<file path="src/rtl/offchip_mem_2ch.sv">
// Two-channel off-chip memory model for the Bambu master bus: one shared byte array,
// round-robin arbitration, configurable read latency, byte-lane size masking and a preload port.
module offchip_mem_2ch #(
    parameter int unsigned ADDR_W       = 7,
    parameter int unsigned BASE_ADDR    = 0,
    parameter int unsigned MEMSIZE      = 32,
    parameter int unsigned READ_LATENCY = 2
) (
    input  logic                  clock,
    input  logic                  reset,
    input  logic [1:0]            Mout_oe_ram,
    input  logic [1:0]            Mout_we_ram,
    input  logic [2*ADDR_W-1:0]   Mout_addr_ram,
    input  logic [15:0]           Mout_Wdata_ram,
    input  logic [7:0]            Mout_data_ram_size,
    output logic [15:0]           M_Rdata_ram,
    output logic [1:0]            M_DataRdy,
    input  logic                  ld_en,
    input  logic [ADDR_W-1:0]     ld_addr,
    input  logic [7:0]            ld_data,
    output logic [1:0]            proto_err,
    output logic                  range_err,
    output logic                  busy
);

    localparam int unsigned IDX_W    = (MEMSIZE > 1) ? $clog2(MEMSIZE) : 1;
    localparam logic [3:0]  LAST_CNT = 4'(READ_LATENCY - 1);

    typedef enum logic [1:0] {StIdle, StWresp, StRwait} state_t;

    state_t            r_state, w_state_nxt;
    logic              r_rr_ptr, w_rr_nxt;
    logic [3:0]        r_cnt, w_cnt_nxt;
    logic              r_ch;
    logic [7:0]        r_rdata;
    logic [1:0]        r_blk;
    logic [1:0]        r_proto_err;
    logic              r_range_err;
    logic [7:0]        r_mem [MEMSIZE];

    logic [1:0]        w_req;
    logic              w_gnt, w_gnt_ch, w_gnt_we, w_gnt_inr, w_ld_do, w_ld_inr;
    logic [ADDR_W-1:0] w_gnt_addr;
    logic [7:0]        w_gnt_wdata, w_gnt_mask;
    logic [3:0]        w_gnt_size;
    logic [8:0]        w_mask9;
    logic [IDX_W-1:0]  w_gnt_idx, w_ld_idx;

    function automatic logic in_range(input logic [ADDR_W-1:0] a);
        return (32'(a) >= BASE_ADDR) && ((32'(a) - BASE_ADDR) < MEMSIZE);
    endfunction

    function automatic logic [IDX_W-1:0] to_idx(input logic [ADDR_W-1:0] a);
        return IDX_W'(32'(a) - BASE_ADDR);
    endfunction

    // Fields of whichever channel would be granted this cycle.
    always_comb begin
        w_gnt_addr  = w_gnt_ch ? Mout_addr_ram[2*ADDR_W-1:ADDR_W] : Mout_addr_ram[ADDR_W-1:0];
        w_gnt_wdata = w_gnt_ch ? Mout_Wdata_ram[15:8] : Mout_Wdata_ram[7:0];
        w_gnt_size  = w_gnt_ch ? Mout_data_ram_size[7:4] : Mout_data_ram_size[3:0];
        w_gnt_we    = Mout_we_ram[w_gnt_ch];
        w_mask9     = (9'd1 << w_gnt_size) - 9'd1;
        w_gnt_mask  = w_mask9[7:0];
        w_gnt_inr   = in_range(w_gnt_addr);
        w_gnt_idx   = to_idx(w_gnt_addr);
        w_ld_inr    = in_range(ld_addr);
        w_ld_idx    = to_idx(ld_addr);
    end

    always_comb begin
        w_state_nxt = r_state;
        w_rr_nxt    = r_rr_ptr;
        w_cnt_nxt   = r_cnt;
        w_gnt       = 1'b0;
        w_gnt_ch    = 1'b0;
        w_ld_do     = 1'b0;
        M_DataRdy   = 2'b00;
        M_Rdata_ram = 16'h0000;
        w_req       = (Mout_oe_ram ^ Mout_we_ram) & ~r_blk;
        unique case (r_state)
            StIdle: begin
                if (ld_en) begin
                    w_ld_do = 1'b1;
                end else if (w_req == 2'b11) begin
                    w_gnt    = 1'b1;
                    w_gnt_ch = r_rr_ptr;
                    w_rr_nxt = ~r_rr_ptr;
                end else if (w_req != 2'b00) begin
                    w_gnt    = 1'b1;
                    w_gnt_ch = w_req[1];
                    w_rr_nxt = ~w_req[1];
                end
                if (w_gnt) begin
                    w_state_nxt = w_gnt_we ? StWresp : StRwait;
                end
            end
            StWresp: begin
                M_DataRdy[r_ch] = 1'b1;
                w_state_nxt     = StIdle;
            end
            StRwait: begin
                if (r_cnt == LAST_CNT) begin
                    M_DataRdy[r_ch] = 1'b1;
                    if (r_ch) begin
                        M_Rdata_ram[15:8] = r_rdata;
                    end else begin
                        M_Rdata_ram[7:0] = r_rdata;
                    end
                    w_cnt_nxt   = 4'd0;
                    w_state_nxt = StIdle;
                end else begin
                    w_cnt_nxt = r_cnt + 4'd1;
                end
            end
            default: w_state_nxt = StIdle;
        endcase
    end

    always_ff @(posedge clock or posedge reset) begin
        if (reset) begin
            r_state     <= StIdle;
            r_rr_ptr    <= 1'b0;
            r_cnt       <= 4'd0;
            r_ch        <= 1'b0;
            r_rdata     <= 8'h00;
            r_blk       <= 2'b00;
            r_proto_err <= 2'b00;
            r_range_err <= 1'b0;
        end else begin
            r_state     <= w_state_nxt;
            r_rr_ptr    <= w_rr_nxt;
            r_cnt       <= w_cnt_nxt;
            // Requester still holds its request on the DataRdy edge.
            r_blk       <= M_DataRdy;
            r_proto_err <= r_proto_err | (Mout_oe_ram & Mout_we_ram);
            r_range_err <= r_range_err | (w_ld_do & ~w_ld_inr) | (w_gnt & ~w_gnt_inr);
            if (w_gnt) begin
                r_ch    <= w_gnt_ch;
                r_rdata <= w_gnt_inr ? (r_mem[w_gnt_idx] & w_gnt_mask) : 8'h00;
            end
        end
    end

    // Array is never reset; a write committed at the grant edge survives a later reset.
    always_ff @(posedge clock) begin
        if (!reset) begin
            if (w_ld_do && w_ld_inr) begin
                r_mem[w_ld_idx] <= ld_data;
            end else if (w_gnt && w_gnt_we && w_gnt_inr) begin
                r_mem[w_gnt_idx] <= (w_gnt_wdata & w_gnt_mask) | (r_mem[w_gnt_idx] & ~w_gnt_mask);
            end
        end
    end

    assign proto_err = r_proto_err;
    assign range_err = r_range_err;
    assign busy      = (r_state != StIdle);

endmodule

</file>
<file path="config.mk">
export PLATFORM = sky130hd
export DESIGN_NAME = offchip_mem_2ch
export DESIGN_NICKNAME = d
export VERILOG_FILES = /design/src/rtl/offchip_mem_2ch.sv
export SDC_FILE = /design/constraint.sdc
export NUM_CORES = 1
export LEC_CHECK = 0
export ABC_AREA = 0
export BUFFER_PORTS_ARGS = -buffer_cell sky130_fd_sc_hd__buf_2
export CAP_MARGIN = 20
export CORE_UTILIZATION = 45
export DETAILED_ROUTE_END_ITERATION = 7
export GPL_TIMING_DRIVEN = 0
export HOLD_SLACK_MARGIN = 0.08
export PLACE_DENSITY = 0.7
export SLEW_MARGIN = 25
export SYNTH_ARGS = -nofsm -noshare
export SYNTH_HDL_FRONTEND = slang
export SYNTH_SLANG_ARGS = --single-unit
</file>
<file path="constraint.sdc">
create_clock -name clock -period 5.4 [get_ports clock]
set_clock_uncertainty 0.1 [all_clocks]
set_input_delay 0.81 -clock clock [delete_from_list [all_inputs] [get_ports clock]]
set_output_delay 0.81 -clock clock [all_outputs]
set_load 0.01 [all_outputs]
</file>
* After elaboration in Yosys (flattened, before gate mapping) *
Memory sizes are Yosys's and may differ from the RTL's.
Index checks and enable logic that the tools add are counted.

word-level totals
  register bits = 21
  latch bits = 0
  memory bits (writable) = 256
  memory bits (read-only) = 0
  input port bits = 60
  output and inout bits = 22
  logic and storage cells = 95
  memories = 1

memory list
  name   words  bits a word  rd ports  clocked after Yosys merged registers in  write ports  RTL line  source
  r_mem  32     8            1         0                                        1            39        logic [7:0] r_mem [MEMSIZE];

cells by class
  add/sub/neg operators = 2
  multiply operators = 0
  div/mod/pow operators = 0
  order comparisons = 5
  equal/unequal tests = 6
  shift operators = 1
  multiplexer cells = 42
  bitwise gates (word level) = 19
  reductions and logical operators = 11

operator list
  operator             number
  $mux 8               5
  $mux 16              2
  $and 8x8->8          3
  $mux 1               24
  $lt 7x6->1 const B   2
  $mux 2               4
  $mux 4               2
  $not 8->8            1
  $or 8x8->8           1
  $pmux 2 s2           2
  $reduce_or 8->1      1
  $shl 1x4->8 const A  1
  $sub 8x1->8 const B  1
  $mux 7               1
  $reduce_bool 2->1    3
  $mux 5               1
  $not 1->1            5
  $add 4x1->4 const B  1
  $and 2x2->2          2
  $eq 2x2->1 const B   2
  $eq 4x1->1 const B   1
  $logic_and 1x1->1    4
  $lt 1x2->1 const B   2
  $reduce_and 3->1     1
  other kinds (12)     14

* Longest topological paths before layout *
Gate-level depths: netlist of run 1.

  depth after elaboration = 17
  mapped depth = 15
  depth with buffers taken out = 12

* Worst setup path before layout of run 1 *
Ideal clock, no wire load.

  path kind = in2reg
  start point = in Mout_oe_ram[0]
  end point = mem r_mem[0][2] (data pin)
  setup time = 0.467 ns
  arrival = 4.470 ns
  data required time = 4.833 ns
  setup slack = 0.363 ns
  cell stages on the path = 11
  path buffers = 3
  path through = ha_1 > or3b_1 > buf_2 > nand3_4 > nand2_2 > buf_4 > buf_2 > mux2i_1 > a2111o_1 > a2111o_1 > o31ai_1

between the ends
  longest elaborated chain between the ends = 17
  elaborated cells on any way between the ends = 34
  those cells by class = add/sub: 1; order compare: 1; eq/ne: 1; shift: 1; mux: 19; bitwise: 6; reduce/logical: 4; memory: 1

RTL lines
  item                                                 RTL line  source
  start: declaration                                   11        input logic [1:0] Mout_oe_ram,
  $xor 2x2->2 *                                        80        w_req = (Mout_oe_ram ^ Mout_we_ram) & ~r_blk;
  $and 2x2->2 *                                        80
  branches (longest 14 deep; another with $lt 7x6->1)  n/a
  $mux 8 (no source line) *                            n/a
  end: declaration                                     39

Mark *: on every way between the ends. The select of a mux whose other input is x is not followed.

* Worst setup path after layout of run 1 *
  start point = reg r_state[1]
  end point = mem r_mem[22][7] (data pin)

between the ends
  longest elaborated chain between the ends = 12
  elaborated cells on any way between the ends = 26
  those cells by class = add/sub: 1; order compare: 1; shift: 1; mux: 13; bitwise: 4; reduce/logical: 5; memory: 1

RTL lines
  item                                                 RTL line  source
  start: declaration                                   31        state_t r_state, w_state_nxt;
  start signal: assignment                             122       r_state <= StIdle;
  start signal: assignment                             131       r_state <= w_state_nxt;
  $logic_not 2->1 *                                    81        unique case (r_state)
  branches (longest 10 deep; another with $lt 7x6->1)  n/a
  $mux 8 (no source line) *                            n/a

Marked as above.

==> impl_metrics.csv, run 1 <==
group,metric,value,unit
hold_path,hold_class,"input port to async pin",
synth,syn_area_per_cell,14.0,sq um
clocking,cts.clk_slew.worst_paths,60,ps
cells_and_area,area_growth,17.8,%
clocking,clkSinkCount,277,
die,start_util,0.459,
detailed_routing,vias,8997,
worst_setup_path,crit_start,"r_state[1]$_DFFE_PP0P_",
die,die_area,28200,sq um
worst_setup_path,criticalPathCategory,"flop to flop",
timing,rsz0062_at_grt,"no",
detailed_routing,drc,0,
cells_and_area,instances_no_fill,1386,
cells_and_area,nNetsFinal,1091,
synth,yosysWarnings,0,
clocking,clockBufferDepth,3,
timing,maxSlewViolCount,0,
timing,finalHoldViolations,0,
synth,ys.flop_type,"edfxtp_1",
detailed_routing,dr.pass1.iters,5,
placement,gp_congestion,0.958,
cells_and_area,final_core_util,0.541,
synth,synthArstFlopShare,0.0758,
cells_and_area,antenna_cells,0,
power_and_ir_drop,leakage,5.17,nW
clocking,cts_tree,"yes",
worst_setup_path,start_kind,"flop",
synth,synth-edff-count,256,
cells_and_area,layout-drive-gt1-share,0.247,
worst_setup_path,cp.required,5690,ps
synth,synth-seq-area-share,0.663,
timing,fin_crit,5130,ps
worst_setup_path,critPathArrivalTime,5420,ps
die,io_pins,82,
cells_and_area,final_area,14600,sq um
cells_and_area,regArea,8210,sq um
clocking,clock_latency,550,ps
clocking,numCtsBuffers,28,
die,core_area,27000,sq um
synth,synthCells,886,
detailed_routing,ant_nets,0,
detailed_routing,routed_wl,37000,um
clocking,cts_hold_buffers,0,
timing,max_freq,195,MHz
placement,post_dp_cell_area,13700,sq um
global_route,grt_use_total,0.260,
die,fp.dieH,168,um
timing,fin_tns_setup,0,ps
power_and_ir_drop,max-vdd-ir-drop,230,uV
global_route,gr-total-overflow,0,
synth,synth_nets,952,
placement,port_buffers,81,
synth,synth_seq_cells,277,
placement,place_ws,-76.5,ps
clocking,cts_root_buf,"clkbuf_16",
timing,period_share,0.950,
worst_setup_path,reg2reg_depth,14,
die,die_w,168,um
cells_and_area,fill_cells,2147,
global_route,grt_pass1_vias,8602,
worst_setup_path,worstReg2RegStart,"r_state[1]$_DFFE_PP0P_",
power_and_ir_drop,cellPowerDensity,371,nW/um^2
detailed_routing,viasPerCell,6.49,
status,status,"finished, final reports clean",
die,rows,60,
worst_setup_path,critPathCaptureType,"flop",
detailed_routing,routedWlPerCell,26.7,um
flow_run,drv_cap,0,
worst_setup_path,cp_max_fo,17,
global_route,antenna_found_initial,1,
synth,netlist_area,12400,sq um
global_route,grt_max_degree,33,
synth,ys_types,74,
placement,placed_cells,1335,
detailed_routing,drt_iter0_drc,1051,
timing,max_slew_margin,0.278,
clocking,cts.htree.levels,1,
timing,tightest_slew,1080,ps
placement,place_hpwl,25800,um
cells_and_area,multi_input_area,4050,sq um
global_route,grt_first_pass_wirelength,54000,um
timing,setup_viol,0,
timing,fin_ws,271,ps
worst max-delay path: stages, from the launching register on:
cell and delay [ps]:
dfrtp_1 410, inv_1 90, ha_1 280, nand4bb_1 120, buf_2 200, o21ai_4 290, buf_2 350, clkbuf_1 480
clkbuf_1 410, and3_1 220, a211oi_1 60, o41ai_1 570, nand4_1 380, o31ai_4 740, buf_6 260
synthesized netlist by cell type, drive strengths merged (2+ instances only):
library cell | instances | area share
a2111o | 5 | 0.0045
a2111oi | 3 | 0.0024
a211oi | 124 | 0.075
a21boi | 2 | 0.0012
a21o | 2 | 0.0012
a21oi | 10 | 0.0053
a22oi | 3 | 0.0018
a31o | 5 | 0.0035
a32o | 3 | 0.0024
a32oi | 2 | 0.0014
and2 | 2 | 0.0010
and3 | 141 | 0.071
buf | 44 | 0.021
clkbuf | 21 | 0.0066
dfrtp | 21 | 0.042
edfxtp | 256 | 0.62
ha | 6 | 0.0061
inv | 14 | 0.0042
mux2 | 4 | 0.0042
mux2i | 13 | 0.011
nand2 | 33 | 0.011
nand2b | 3 | 0.0015
nand3 | 5 | 0.0030
nand3b | 2 | 0.0012
nand4 | 5 | 0.0025
nor2 | 25 | 0.0082
nor2b | 3 | 0.0015
nor3 | 31 | 0.013
nor4 | 9 | 0.0061
o21a | 2 | 0.0012
o21ai | 15 | 0.0070
o31a | 4 | 0.0030
o31ai | 10 | 0.0061
o41a | 24 | 0.022
o41ai | 7 | 0.0056
or2 | 2 | 0.0010
or4 | 3 | 0.0021
xnor2 | 3 | 0.0021
path summary, 6_finish.rpt:
kind                       slack (ps)                      to
min reg2reg                       360  proto_err[1]$_DFF_PP0_
max in group asynchronous        4500      r_blk[0]$_DFF_PP0_
max                               270  r_mem[22][7]$_DFFE_PP_
min                               280  r_rdata[2]$_DFFE_PP0P_
max reg2reg                       270  r_mem[22][7]$_DFFE_PP_
min in group clock                360  proto_err[1]$_DFF_PP0_
state kept, by name, summed over array words and instances, names as in the netlist:
signal,flops
proto_err,2
r_blk,2
r_ch,1
r_cnt,4
r_mem,256
r_rdata,8
r_rr_ptr,1
r_state,2
range_err,1
area by class of cell:
cell class	instances	area share
repair buffers	109	0.0427
inverters	14	0.00360
multi-input cells	530	0.278
clock buffers	35	0.0513
flip-flops and latches	277	0.563
plain buffers	65	0.0230
well taps	341	0.0293
clock inverters	15	0.00927
report_power, final:
| part | total [mW] | internal (mW) | switching, mW |
|---|---|---|---|
| registers | 2.46 | 2.41 | 0.0523 |
| clock network | 1.88 | 1.07 | 0.803 |
| logic | 1.07 | 0.330 | 0.744 |
| total | 5.42 | 3.82 | 1.60 |
cell families after synthesis:
logic type                 share of synthesized area
AOI/OAI and AO/OA                              0.150
xor gates and xnor gates                     0.00283
adders and majority gates                    0.00606
buffers and inverters                         0.0313
DFF                                            0.663
muxes                                         0.0148
and+or+nand+nor                                0.131
timing repair:
action / 4_1_cts / 5_1_grt
setup buffers: 0 / 0
endpoints found under the setup margin: 0 / 16
gates resized for setup: 0 / 0
per-layer routing:
metal / track usage / part of all wire / wire length (um) / vias to the layer above
li1: - / - / - / 3905
met1: 0.331 / 0.39 / 14300 / 4419
met2: 0.436 / 0.48 / 17600 / 578
met3: 0.0534 / 0.10 / 3710 / 95
met4: 0.103 / 0.037 / 1370 / 0
met5: 0 / 0 / 0 / -
metrics by stage:
step / total power [mW] / hold WS, ps
3_5_place_dp: 3.55 / 344
2_1_floorplan: 3.12 / 355
4_1_cts: 5.39 / 364
5_1_grt: 5.57 / 337
3_3_place_gp: 3.49 / 343
6_report: 5.42 / 276
layout by cell type (no fill, tap or decap), types with 4 or more instances in the layout:
| master | instances |
|---|---|
| a2111o_1 | 5 |
| o31ai_4 | 5 |
| clkbuf_1 | 25 |
| and3_1 | 141 |
| o41a_1 | 24 |
| dfrtp_1 | 21 |
| a31o_2 | 4 |
| buf_6 | 6 |
| buf_2 | 116 |
| o21ai_0 | 14 |
| o41ai_1 | 6 |
| buf_4 | 27 |
| nand3_1 | 4 |
| mux2i_1 | 13 |
| edfxtp_1 | 256 |
| nand4_1 | 5 |
| nor3_1 | 6 |
| nor3_2 | 25 |
| ha_1 | 6 |
| inv_1 | 13 |
| nand2_1 | 30 |
| clkinv_1 | 6 |
| nor4_2 | 5 |
| clkinv_2 | 5 |
| a211oi_1 | 124 |
| a21oi_1 | 8 |
| clkbuf_16 | 29 |
| nor2_1 | 24 |
Note: power is estimated with default switching activity, not from simulation.
==> run 2: changes to the inputs <==
CELL_PAD_IN_SITES_DETAIL_PLACEMENT = 1   (was default)
CELL_PAD_IN_SITES_GLOBAL_PLACEMENT = 1   (was default)
PLACE_DENSITY = 0.8   (was 0.7)
==> impl_metrics.csv, run 2 (same netlist as run 1, synthesis figures left out) <==
group,metric,value,unit
status,status,"finished, final reports clean",
worst_setup_path,cp_max_fo,32,
clocking,post_cts_resized,0,
timing,finalHoldViolations,0,
timing,max_freq,196,MHz
cells_and_area,layout_common_cells,"edfxtp_1, and3_1, a211oi_1",
cells_and_area,antenna_cells,0,
cells_and_area,largest_reg_flops,256,
cells_and_area,area_growth,18.5,%
clocking,cts.htree.levels,1,
die,core_area,27000,sq um
clocking,cts_setup_buffers,0,
die,start_util,0.459,
worst_setup_path,criticalPathCategory,"flop to flop",
placement,port_buffers,81,
hold_path,hold_class,"flop to flop",
global_route,grt_pass1_vias,9773,
timing,tightest_slew,1030,ps
worst_setup_path,cp.required,5560,ps
clocking,numCtsBuffers,28,
cells_and_area,nNetsFinal,1099,
worst_setup_path,critPathCaptureType,"flop",
cells_and_area,regMostFlops,"r_mem",
global_route,antenna_found_initial,0,
die,io_pins,82,
cells_and_area,top_regs,"r_mem (256), r_rdata (8), r_cnt (4)",
die,fp.dieH,168,um
worst_setup_path,critPathArrivalTime,5260,ps
worst_setup_path,reg2reg_depth,15,
detailed_routing,dr.pass1.iters,5,
clocking,cts_tree,"yes",
clocking,cts_root_buf,"clkbuf_16",
placement,place_hpwl,30000,um
timing,rsz0062_at_grt,"no",
die,die_w,168,um
clocking,cts_hold_buffers,0,
global_route,grt_first_pass_wirelength,64000,um
clocking,clkSinkCount,277,
detailed_routing,routed_wl,44100,um
timing,fin_hold_ws,373,ps
timing,period_share,0.945,
clocking,cts.clk_slew.worst_paths,70,ps
power_and_ir_drop,cellPowerDensity,376,nW/um^2
global_route,grt_max_degree,33,
timing,max_slew_margin,0.306,
cells_and_area,layout_commonest_cell,"edfxtp_1",
timing,fin_crit,5110,ps
cells_and_area,layout-drive-gt1-share,0.255,
power_and_ir_drop,max-vdd-ir-drop,241,uV
placement,gp_congestion,0.889,
die,rows,60,
timing,maxSlewViolCount,0,
clocking,clockBufferDepth,3,
global_route,grt_use_total,0.312,
worst_setup_path,start_kind,"flop",
clocking,clock_latency,590,ps
detailed_routing,drt_iter0_drc,1220,
timing,fin_tns_setup,0,ps
detailed_routing,ant_nets,0,
global_route,gr-total-overflow,0,
timing,setup_viol,0,
die,die_area,28200,sq um
power_and_ir_drop,leakage,5.24,nW
cells_and_area,fill_cells,2678,
flow_run,drv_cap,0,
detailed_routing,drc,0,
detailed_routing,viasPerCell,6.85,
detailed_routing,routedWlPerCell,31.6,um
hold_path,holdPathStages,1,
detailed_routing,vias,9551,
-- run 2: changes by cell type in the layout (fill, tap and decap cells not counted), moves of 2 or more --
cell,previous run,this run
clkinvlp_4,2,0
buf_4,27,33
clkbuf_1,25,21
clkinv_1,6,9
-- run 2: per-stage QoR --
| stage | total power, mW | cells | utilization | worst slack (ps) | instance area, sq um |
|---|---|---|---|---|---|
| 6_report | 5.51 | 1394 | 0.544 | 295 | 14700 |
| 3_5_place_dp | 3.58 | 1344 | 0.511 | -199 | 13800 |
| 5_1_grt | 5.62 | 1394 | 0.544 | 48.8 | 14700 |
| 2_1_floorplan | 3.12 | 886 | - | 363 | 12400 |
| 4_1_cts | 5.47 | 1394 | 0.544 | 171 | 14700 |
| 3_3_place_gp | 3.51 | 1308 | 0.490 | -1820 | 13200 |
-- run 2: power by group --
group          total, mW  leakage [nW]  internal (mW)  switching, mW
Combinational       1.12          2.23          0.333          0.791
Clock               1.92         0.436           1.05          0.870
Sequential          2.47          2.57           2.41         0.0561
Total               5.51          5.24           3.79           1.72
-- run 2: critical path, cell delays in order, from the launching register on --
cell and delay, ps:
dfrtp_1 420, inv_1 100, ha_1 310, nand4bb_1 130, buf_2 200, nor2_4 320
clkbuf_1 400, clkbuf_1 520, mux2i_1 320, nand3_1 240, ha_1 370, o311ai_0 160
mux2i_1 150, a32oi_1 510, o31ai_1 210, a31o_4 350
-- run 2: per-layer routing --
layer | GRT usage | vias to the layer above | share of wire
met3 | 0.0621 | 163 | 0.099
met2 | 0.517 | 695 | 0.48
li1 | - | 3911 | -
met1 | 0.392 | 4782 | 0.37
met5 | 0 | - | 0
met4 | 0.152 | 0 | 0.049
-- run 2: area by class of cell --
type / instances / area, sq um / share of cell area
Multi-Input combinational cell: 530 / 4060 / 0.277
Tap cell: 341 / 427 / 0.0291
Buffer: 65 / 335 / 0.0229
Clock buffer: 30 / 708 / 0.0483
Timing Repair Buffer: 117 / 688 / 0.0469
Inverter: 14 / 52.6 / 0.00358
Clock inverter: 20 / 179 / 0.0122
Sequential cell: 277 / 8210 / 0.560
-- run 2: worst paths after layout --
check | start | to | slack (ps)
setup / recovery | r_state[1]$_DFFE_PP0P_ | r_mem[5][6]$_DFFE_PP_ | 290
hold / removal | proto_err[1]$_DFF_PP0_ | proto_err[1]$_DFF_PP0_ | 370
setup reg to reg | r_state[1]$_DFFE_PP0P_ | r_mem[5][6]$_DFFE_PP_ | 290
hold reg to reg | proto_err[1]$_DFF_PP0_ | proto_err[1]$_DFF_PP0_ | 370
max in group asynchronous | reset | range_err$_DFF_PP0_ | 4220
min in group asynchronous | reset | r_rdata[3]$_DFFE_PP0P_ | 380
==> run 3: changes to the inputs <==
RECOVER_POWER = 25   (was default)
==> impl_metrics.csv, run 3 (same netlist as run 1, synthesis figures left out) <==
group,metric,value,unit
clocking,cts_setup_buffers,0,
power_and_ir_drop,p_clk_frac,0.349,
cells_and_area,regArea,8210,sq um
placement,port_buffers,81,
die,rows,60,
power_and_ir_drop,cellPowerDensity,378,nW/um^2
global_route,grt_pass1_vias,9773,
timing,max_slew_margin,-0.0235,
hold_path,hold_class,"flop to flop",
die,die_w,168,um
clocking,clockBufferDepth,3,
power_and_ir_drop,switching_share,0.311,
worst_setup_path,start_kind,"input port",
clocking,cts_hold_buffers,0,
status,status,"finished, violations left",
die,io_pins,82,
timing,maxSlewViolCount,9,
global_route,grt-busiest-layer,"met2",
cells_and_area,layout_common_cells,"edfxtp_1, and3_1, a211oi_1",
timing,fin_crit,5220,ps
status,violations,"capacitance limit, slew limit",
worst_setup_path,critPathCaptureType,"flop",
power_and_ir_drop,seq_power_share,0.449,
cells_and_area,final_core_util,0.539,
global_route,grt_max_degree,33,
detailed_routing,routed_wl,44100,um
worst_setup_path,worst_path_max_delay_cell,"nor4_1",
cells_and_area,largest_reg_flops,256,
timing,tightest_slew,1520,ps
clocking,clkSinkCount,277,
clocking,numCtsBuffers,28,
worst_setup_path,cp_max_fo,10,
power_and_ir_drop,max-vdd-ir-drop,241,uV
die,core_area,27000,sq um
placement,gp_congestion,0.889,
global_route,grt_first_pass_wirelength,64000,um
detailed_routing,drc,0,
die,fp.dieH,168,um
die,start_util,0.459,
cells_and_area,regMostFlops,"r_mem",
global_route,grtUsageMet3,0.0621,
cells_and_area,layout-drive-gt1-share,0.213,
timing,max_freq,192,MHz
worst_setup_path,criticalPathCategory,"input port to flop",
timing,rsz0062_at_grt,"no",
cells_and_area,top_regs,"r_mem (256), r_rdata (8), r_cnt (4)",
power_and_ir_drop,combPwrFrac,0.202,
worst_setup_path,crit_chain,"buf_2 -> ha_1 -> or3b_1 -> clkbuf_1 -> nand3_4 -> nand2_2 -> buf_2 -> clkbuf_1 -> clkbuf_1 -> a32oi_1 -> nor4_1 -> buf_2",
timing,setup_viol,0,
detailed_routing,routedWlPerCell,31.6,um
detailed_routing,viasPerCell,6.90,
detailed_routing,vias,9629,
worst_setup_path,max_stage_delay,1110,ps
cells_and_area,multi_input_area,3960,sq um
timing,finalHoldViolations,0,
flow_run,drv_cap,1,
timing,fin_hold_ws,379,ps
detailed_routing,drt_iter0_drc,1286,
clocking,cts.htree.levels,1,
worst_setup_path,critPathArrivalTime,5390,ps
global_route,antenna_found_initial,1,
timing,fin_ws,183,ps
clocking,cts.clk_slew.worst_paths,70,ps
global_route,grt_util_met1,0.392,
global_route,grt_use_total,0.312,
cells_and_area,nNetsFinal,1099,
clocking,cts_tree,"yes",
placement,place_hpwl,30000,um
placement,place_ws,-199,ps
die,die_area,28200,sq um
cells_and_area,fill_cells,2705,
power_and_ir_drop,p_sw,1.71,mW
clocking,clock_latency,590,ps
power_and_ir_drop,p_int,3.78,mW
worst_setup_path,cp_top_family,"buffers and inverters",
power_and_ir_drop,leakage,5.11,nW
global_route,gr-total-overflow,0,
timing,period_share,0.966,
cells_and_area,layout_commonest_cell,"edfxtp_1",
global_route,use_met2,0.517,
worst_setup_path,cp_num_buf_inv,6,
detailed_routing,dr.pass1.iters,7,
worst_setup_path,cp.required,5580,ps
clocking,cts_root_buf,"clkbuf_16",
cells_and_area,area_growth,17.3,%
detailed_routing,ant_nets,0,
## run 3: changes by cell type in the layout (fill, tap and decap cells not counted), sizes merged
cell / before / now
buf: 161 / 126
clkbuf: 51 / 86
diode: 0 / 1
## run 3: timing repair
| item | in CTS | in global routing |
|---|---|---|
| setup endpoints to repair | 0 | 35 |
| hold endpoints to repair | 0 | 0 |
| resized for setup | 0 | 2 |
## run 3: path summary, 6_finish.rpt
| path | from | to | slack, ps | cells after the start |
|---|---|---|---|---|
| min in group asynchronous | reset | r_rdata[3]$_DFFE_PP0P_ | 400 | 2 |
| setup / recovery | Mout_we_ram[0] | r_mem[25][4]$_DFFE_PP_ | 180 | 12 |
| setup reg to reg | r_state[1]$_DFFE_PP0P_ | r_mem[25][4]$_DFFE_PP_ | 190 | 11 |
| hold / removal | proto_err[1]$_DFF_PP0_ | proto_err[1]$_DFF_PP0_ | 380 | 1 |
| hold reg to reg | proto_err[1]$_DFF_PP0_ | proto_err[1]$_DFF_PP0_ | 380 | 1 |
| max in group asynchronous | reset | range_err$_DFF_PP0_ | 4210 | 2 |
## run 3: per-layer routing
| metal | routed length, um | part of all wire |
|---|---|---|
| met1 | 16500 | 0.37 |
| met2 | 20800 | 0.47 |
| met4 | 2340 | 0.053 |
| met3 | 4430 | 0.10 |
| met5 | 0 | 0 |
## run 3: layout make-up
type	instances	share of cell area
Clock inverter	20	0.0123
Inverter	14	0.00362
Buffer	65	0.0229
Timing Repair Buffer	117	0.0442
Clock buffer	30	0.0488
Tap cell	341	0.0294
Multi-Input combinational cell	530	0.273
Antenna cell	1	0.000172
Sequential cell	277	0.566
## run 3: power by group through the flow
stage / Combinational [mW] / Clock [mW] / Sequential, mW
2_1_floorplan: 0.631 / 0 / 2.49
3_3_place_gp: 0.998 / 0 / 2.51
3_5_place_dp: 1.07 / 0 / 2.51
4_1_cts: 1.09 / 1.92 / 2.47
5_1_grt: 1.16 / 1.98 / 2.47
6_report: 1.11 / 1.92 / 2.47
## run 3: stage by stage
| stage | area [sq um] | setup TNS [ps] | power, mW | cells |
|---|---|---|---|---|
| 4_1_cts | 14700 | 0 | 5.47 | 1394 |
| 2_1_floorplan | 12400 | 0 | 3.12 | 886 |
| 5_1_grt | 14500 | 0 | 5.61 | 1394 |
| 6_report | 14500 | 0 | 5.49 | 1395 |
| 3_5_place_dp | 13800 | -5870 | 3.58 | 1344 |
| 3_3_place_gp | 13200 | -277030 | 3.51 | 1308 |
